File: config.mk
export PLATFORM = sky130hd
export DESIGN_NAME = window_watchdog
export DESIGN_NICKNAME = d
export VERILOG_FILES = /design/src/rtl/window_watchdog_pkg.sv /design/src/rtl/edge_rise.sv /design/src/rtl/window_watchdog.sv
export SDC_FILE = /design/constraint.sdc
export NUM_CORES = 1
export LEC_CHECK = 0
export CAP_MARGIN = 10
export CORE_ASPECT_RATIO = 1.4
export CORE_MARGIN = 2
export CORE_UTILIZATION = 40
export CTS_CLUSTER_DIAMETER = 200
export DETAILED_ROUTE_END_ITERATION = 8
export GPL_ROUTABILITY_DRIVEN = 1
export GPL_TIMING_DRIVEN = 0
export SYNTH_ARGS = -nofsm -noshare
export SYNTH_HDL_FRONTEND = slang
export SYNTH_SLANG_ARGS = --single-unit
File: constraint.sdc
create_clock -name CLK -period 7.6 [get_ports CLK]
set_clock_uncertainty 0.1 [all_clocks]
set_input_delay 1.52 -clock CLK [delete_from_list [all_inputs] [get_ports CLK]]
set_output_delay 1.52 -clock CLK [all_outputs]
set_load 0.05 [all_outputs]
File: src/rtl/window_watchdog_pkg.sv
// ---------------------------------------------------------------------------
// window_watchdog_pkg : state encodings and defaults shared with fail counters
// Rev 1.0
// ---------------------------------------------------------------------------
`default_nettype none

package window_watchdog_pkg;

  localparam int WD_CNT_W = 16;

  localparam logic [1:0] ST_IDLE   = 2'd0;
  localparam logic [1:0] ST_CLOSED = 2'd1;
  localparam logic [1:0] ST_OPEN   = 2'd2;
  localparam logic [1:0] ST_FAIL   = 2'd3;

  function automatic logic is_fail(input logic [1:0] st);
    return st == ST_FAIL;
  endfunction

endpackage

`default_nettype wire

File: src/rtl/edge_rise.sv
// ---------------------------------------------------------------------------
// edge_rise : one-cycle pulse on each rising edge of a level input
// Rev 1.0
// ---------------------------------------------------------------------------
`default_nettype none

module edge_rise (
  input  logic clk,
  input  logic rst,
  input  logic d,
  output logic rise
);

  logic d_q;

  always_ff @(posedge clk or posedge rst) begin
    if (rst) begin
      d_q <= 1'b0;
    end else begin
      d_q <= d;
    end
  end

  assign rise = d & ~d_q;

endmodule

`default_nettype wire

File: src/rtl/window_watchdog.sv
// ---------------------------------------------------------------------------
// window_watchdog : windowed heartbeat supervisor driving a WDFAIL level
// Rev 1.0
// ---------------------------------------------------------------------------
`default_nettype none

module window_watchdog
  import window_watchdog_pkg::*;
#(
  parameter int CNT_W = WD_CNT_W
) (
  input  logic             CLK,
  input  logic             RST,
  input  logic             EN,
  input  logic             KICK,
  input  logic [CNT_W-1:0] TIMEOUT,
  input  logic [CNT_W-1:0] WIN_OPEN,
  output logic             WDFAIL,
  output logic             EARLY,
  output logic [CNT_W-1:0] CNT
);

  localparam logic [CNT_W-1:0] CNT_ONE = CNT_W'(1);

  logic [1:0]       state;
  logic [1:0]       state_nxt;
  logic [CNT_W-1:0] cnt_nxt;
  logic [CNT_W-1:0] tmo_q;
  logic [CNT_W-1:0] win_q;
  logic             early_nxt;
  logic             load_cfg;
  logic             kev;
  logic [CNT_W-1:0] tmo_eff;
  logic             start_open;
  logic [CNT_W-1:0] cnt_inc;
  logic             at_limit;

  edge_rise u_kick_edge (
    .clk  (CLK),
    .rst  (RST),
    .d    (KICK),
    .rise (kev)
  );

  // Live config is only sampled here; it becomes effective when load_cfg fires.
  assign tmo_eff    = (TIMEOUT == '0) ? CNT_ONE : TIMEOUT;
  assign start_open = (WIN_OPEN == '0) || (WIN_OPEN >= tmo_eff);
  assign cnt_inc    = CNT + CNT_ONE;
  assign at_limit   = (CNT == (tmo_q - CNT_ONE));

  always_comb begin
    state_nxt = state;
    cnt_nxt   = CNT;
    early_nxt = EARLY;
    load_cfg  = 1'b0;

    if (!EN) begin
      state_nxt = ST_IDLE;
      cnt_nxt   = '0;
      early_nxt = 1'b0;
    end else begin
      case (state)
        ST_IDLE: begin
          load_cfg  = 1'b1;
          cnt_nxt   = '0;
          early_nxt = 1'b0;
          state_nxt = start_open ? ST_OPEN : ST_CLOSED;
        end
        ST_CLOSED: begin
          if (kev) begin
            state_nxt = ST_FAIL;
            early_nxt = 1'b1;
          end else if (at_limit) begin
            state_nxt = ST_FAIL;
            early_nxt = 1'b0;
          end else begin
            cnt_nxt = cnt_inc;
            if (cnt_inc == win_q) begin
              state_nxt = ST_OPEN;
            end
          end
        end
        ST_OPEN: begin
          if (kev) begin
            load_cfg  = 1'b1;
            cnt_nxt   = '0;
            early_nxt = 1'b0;
            state_nxt = start_open ? ST_OPEN : ST_CLOSED;
          end else if (at_limit) begin
            state_nxt = ST_FAIL;
            early_nxt = 1'b0;
          end else begin
            cnt_nxt = cnt_inc;
          end
        end
        ST_FAIL: begin
          // Count is frozen so downstream logic can see where the miss happened.
          if (kev) begin
            load_cfg  = 1'b1;
            cnt_nxt   = '0;
            early_nxt = 1'b0;
            state_nxt = start_open ? ST_OPEN : ST_CLOSED;
          end
        end
        default: begin
          state_nxt = ST_IDLE;
          cnt_nxt   = '0;
          early_nxt = 1'b0;
        end
      endcase
    end
  end

  always_ff @(posedge CLK or posedge RST) begin
    if (RST) begin
      state <= ST_IDLE;
      CNT   <= '0;
      tmo_q <= CNT_ONE;
      win_q <= '0;
    end else begin
      state <= state_nxt;
      CNT   <= cnt_nxt;
      if (load_cfg) begin
        tmo_q <= tmo_eff;
        win_q <= WIN_OPEN;
      end
    end
  end

  always_ff @(posedge CLK or posedge RST) begin
    if (RST) begin
      WDFAIL <= 1'b0;
      EARLY  <= 1'b0;
    end else begin
      WDFAIL <= is_fail(state_nxt);
      EARLY  <= early_nxt;
    end
  end

endmodule

`default_nettype wire

==> flow_summary.ini <==
[timing]
tightest_slew_ps = 727
slew-limit-headroom = 0.513
period_needed_ps = 4270
finalHoldViolCount = 0
period_share = 0.562
setup_slack_ps = 3330
grt_setup_unrepaired = false
max_freq_mhz = 234
slew_viol_final = 0
finalSetupTns_ps = 0
setup_viol = 0
hold_slack_ps = 408

[worst_hold_path]
hold_class = flip-flop to flip-flop

[critical_path]
cpLargestDelayFamily = compound AO/OA/AOI/OAI gates
cp_data_arrival_time_ps = 4370
start_kind = primary input
worstPathCellList = clkdlybuf4s50_1, nor4_1, a41o_1, ha_1, nand2b_1, a21oi_1, o21ai_0, a2111oi_0, o211a_1, o31a_1, o31ai_1, a211oi_1
required_ps = 7690
path_class = primary input to flip-flop
worstPathMaxFanout = 3
crit_path_top_delay_cell = a2111oi_0
critPathBufInv = 1
max_stage_delay_ps = 500
crit_path_end_kind = flip-flop

[status]
status = finished clean

[synthesis]
synth_top_area_frac = 0.329
syn_area_mm2 = 0.00395
synth_ff_type = dfrtp_1
yosysSeqAreaShare = 0.336
async_flop_share = 1.00
syn-num-nets = 510
synth_area_leader_cell = dfrtp_1
synth_cells = 452
synth_edf_count = 0
ys_ff_latch = 53
synth.distinct_cells = 66
synth_common_cells = 52 x dfrtp_1, 38 x nand2_1, 35 x inv_1
syn_avg_cell_area_um2 = 8.75
synth_area_leaders = dfrtp_1 33%, ha_1 7.0%, xnor2_1 6.0%, mux2_2 4.3%, o21ai_0 4.1%
synth.most_common_cell = dfrtp_1
yosysWarnings = 0

[clock_tree]
clock-sinks = 53
clk_pin_slew_ps = 70
clk_path_buf_depth = 2
htreeDepth = 2
postCtsHoldBufs = 0
cts_post_setup_buffers_inserted = 0
cts_tree = yes
clock_latency_ps = 300
cts_buffers = 5
clock_tree.root_cell = clkbuf_16
cts_resized = 0

[final_layout]
fillerInstances = 932
final_cells = 646
fin_util = 0.504
n_antenna_cell = 0
drive_above_1_share = 0.0914
areaGrowthSynthToFinish_pct = 21.8
final_cell_area_mm2 = 0.00482
nets = 571

[floorplanning]
initial_core_util = 0.413
boundaryPins = 54
die_y_um = 122
row_count = 42
die-width_um = 88.0
dieArea_mm2 = 0.0107
core_area_mm2 = 0.00956

[placed_design]
placed_cells = 638
placed_area_mm2 = 0.00467
dp_hpwl_mm = 9.07
portBuffers = 53
gp_congestion = 0.878
pre_cts_ws_ps = 2960

[global_routing]
antenna_found_initial = 0
grt.total_usage = 0.226
grt_pass1_wl_mm = 18.5
grt_max_degree = 33
gr-total-overflow = 0
grt_pass1_vias = 3557

[job]
max_cap_viol_count = 0

[routing]
wl_per_cell_um = 17.6
drtAntennaViolNets = 0
drc_errors = 0
wirelength_mm = 11.4
via_per_inst = 5.60
drtIter0Drc = 278
vias = 3618
dr.pass1.iters = 5

[power]
power.leakage_nw = 1.88
irDropWorstVdd_mv = 0.104
powerDensity_mw_per_mm2 = 205
p_total_mw = 0.987
## cells in the final DEF (no fill, tap or decap), types with 3 or more instances in the layout
master | Yosys | routed
inv_1 | 35 | 34
or3_1 | 7 | 7
clkbuf_16 | 0 | 5
a31oi_1 | 6 | 6
nor2_1 | 16 | 16
or4_1 | 5 | 5
xnor2_1 | 27 | 27
clkbuf_1 | 12 | 12
clkdlybuf4s50_1 | 0 | 53
or2_2 | 6 | 6
xor2_1 | 13 | 13
o21ai_1 | 7 | 7
nor3_1 | 12 | 12
o211ai_1 | 6 | 6
buf_2 | 4 | 4
ha_1 | 22 | 22
dfrtp_1 | 52 | 52
a21oi_1 | 29 | 29
mux2_2 | 15 | 15
nand3_1 | 15 | 15
nand2_1 | 38 | 38
o21bai_1 | 3 | 3
nand4_1 | 7 | 7
o21ai_0 | 32 | 32
and3_1 | 4 | 4
nor4_1 | 13 | 13
o21a_1 | 3 | 3
nor2b_1 | 8 | 8
mux2i_1 | 4 | 4
nand2b_1 | 3 | 3
## sequential cells by signal, indices dropped and copies added, names as in the netlist
| signal | count |
|---|---|
| state | 2 |
| win_q | 16 |
| tmo_q | 16 |
| WDFAIL | 1 |
| CNT | 16 |
| EARLY | 1 |
| u_kick_edge.d_q | 1 |
## per-layer routing
layer	global-route usage	wire length, µm	up-vias
li1	-	-	1768
met1	0.288	4920	1716
met2	0.372	5770	102
met3	0.0366	374	32
met4	0.105	338	0
met5	0	0	-
## final timing paths
path	from	end	slack (ps)	cells after the start
max	TIMEOUT[13]	WDFAIL$_DFF_PP0_	3330	12
min	EARLY$_DFFE_PP0P_	EARLY$_DFFE_PP0P_	410	1
max reg2reg	tmo_q[1]$_DFFE_PP0P_	WDFAIL$_DFF_PP0_	3900	12
min reg2reg	EARLY$_DFFE_PP0P_	EARLY$_DFFE_PP0P_	410	1
max in group asynchronous	RST	tmo_q[0]$_DFFE_PP1P_	5330	3
min in group asynchronous	RST	state[1]$_DFF_PP0_	1460	2
## power by group
group          internal [mW]  leakage (nW)  switching, mW  total [mW]
clock                  0.123        0.0738          0.106       0.229
combinational          0.165          1.14          0.182       0.347
sequential             0.339         0.671         0.0718       0.411
total                  0.627          1.88          0.360       0.987
## cell families after synthesis
family,share of synthesized area
AND/OR/NAND/NOR,0.200
AO/OA/AOI/OAI,0.194
buffers and inverters,0.0595
flip-flops,0.336
XOR/XNOR,0.0886
adder cells (fa/ha/maj),0.0696
multiplexers,0.0528
## area by class of cell
class	instances	area (µm²)	share of cell area
Sequential cell	53	1330	0.276
Multi-Input combinational cell	343	2390	0.496
Timing Repair Buffer	54	551	0.114
Clock inverter	3	22.5	0.00468
Inverter	35	131	0.0273
Clock buffer	5	125	0.0260
Buffer	21	104	0.0216
Tap cell	132	165	0.0343
No activity file was read; power rests on OpenSTA's default activity.
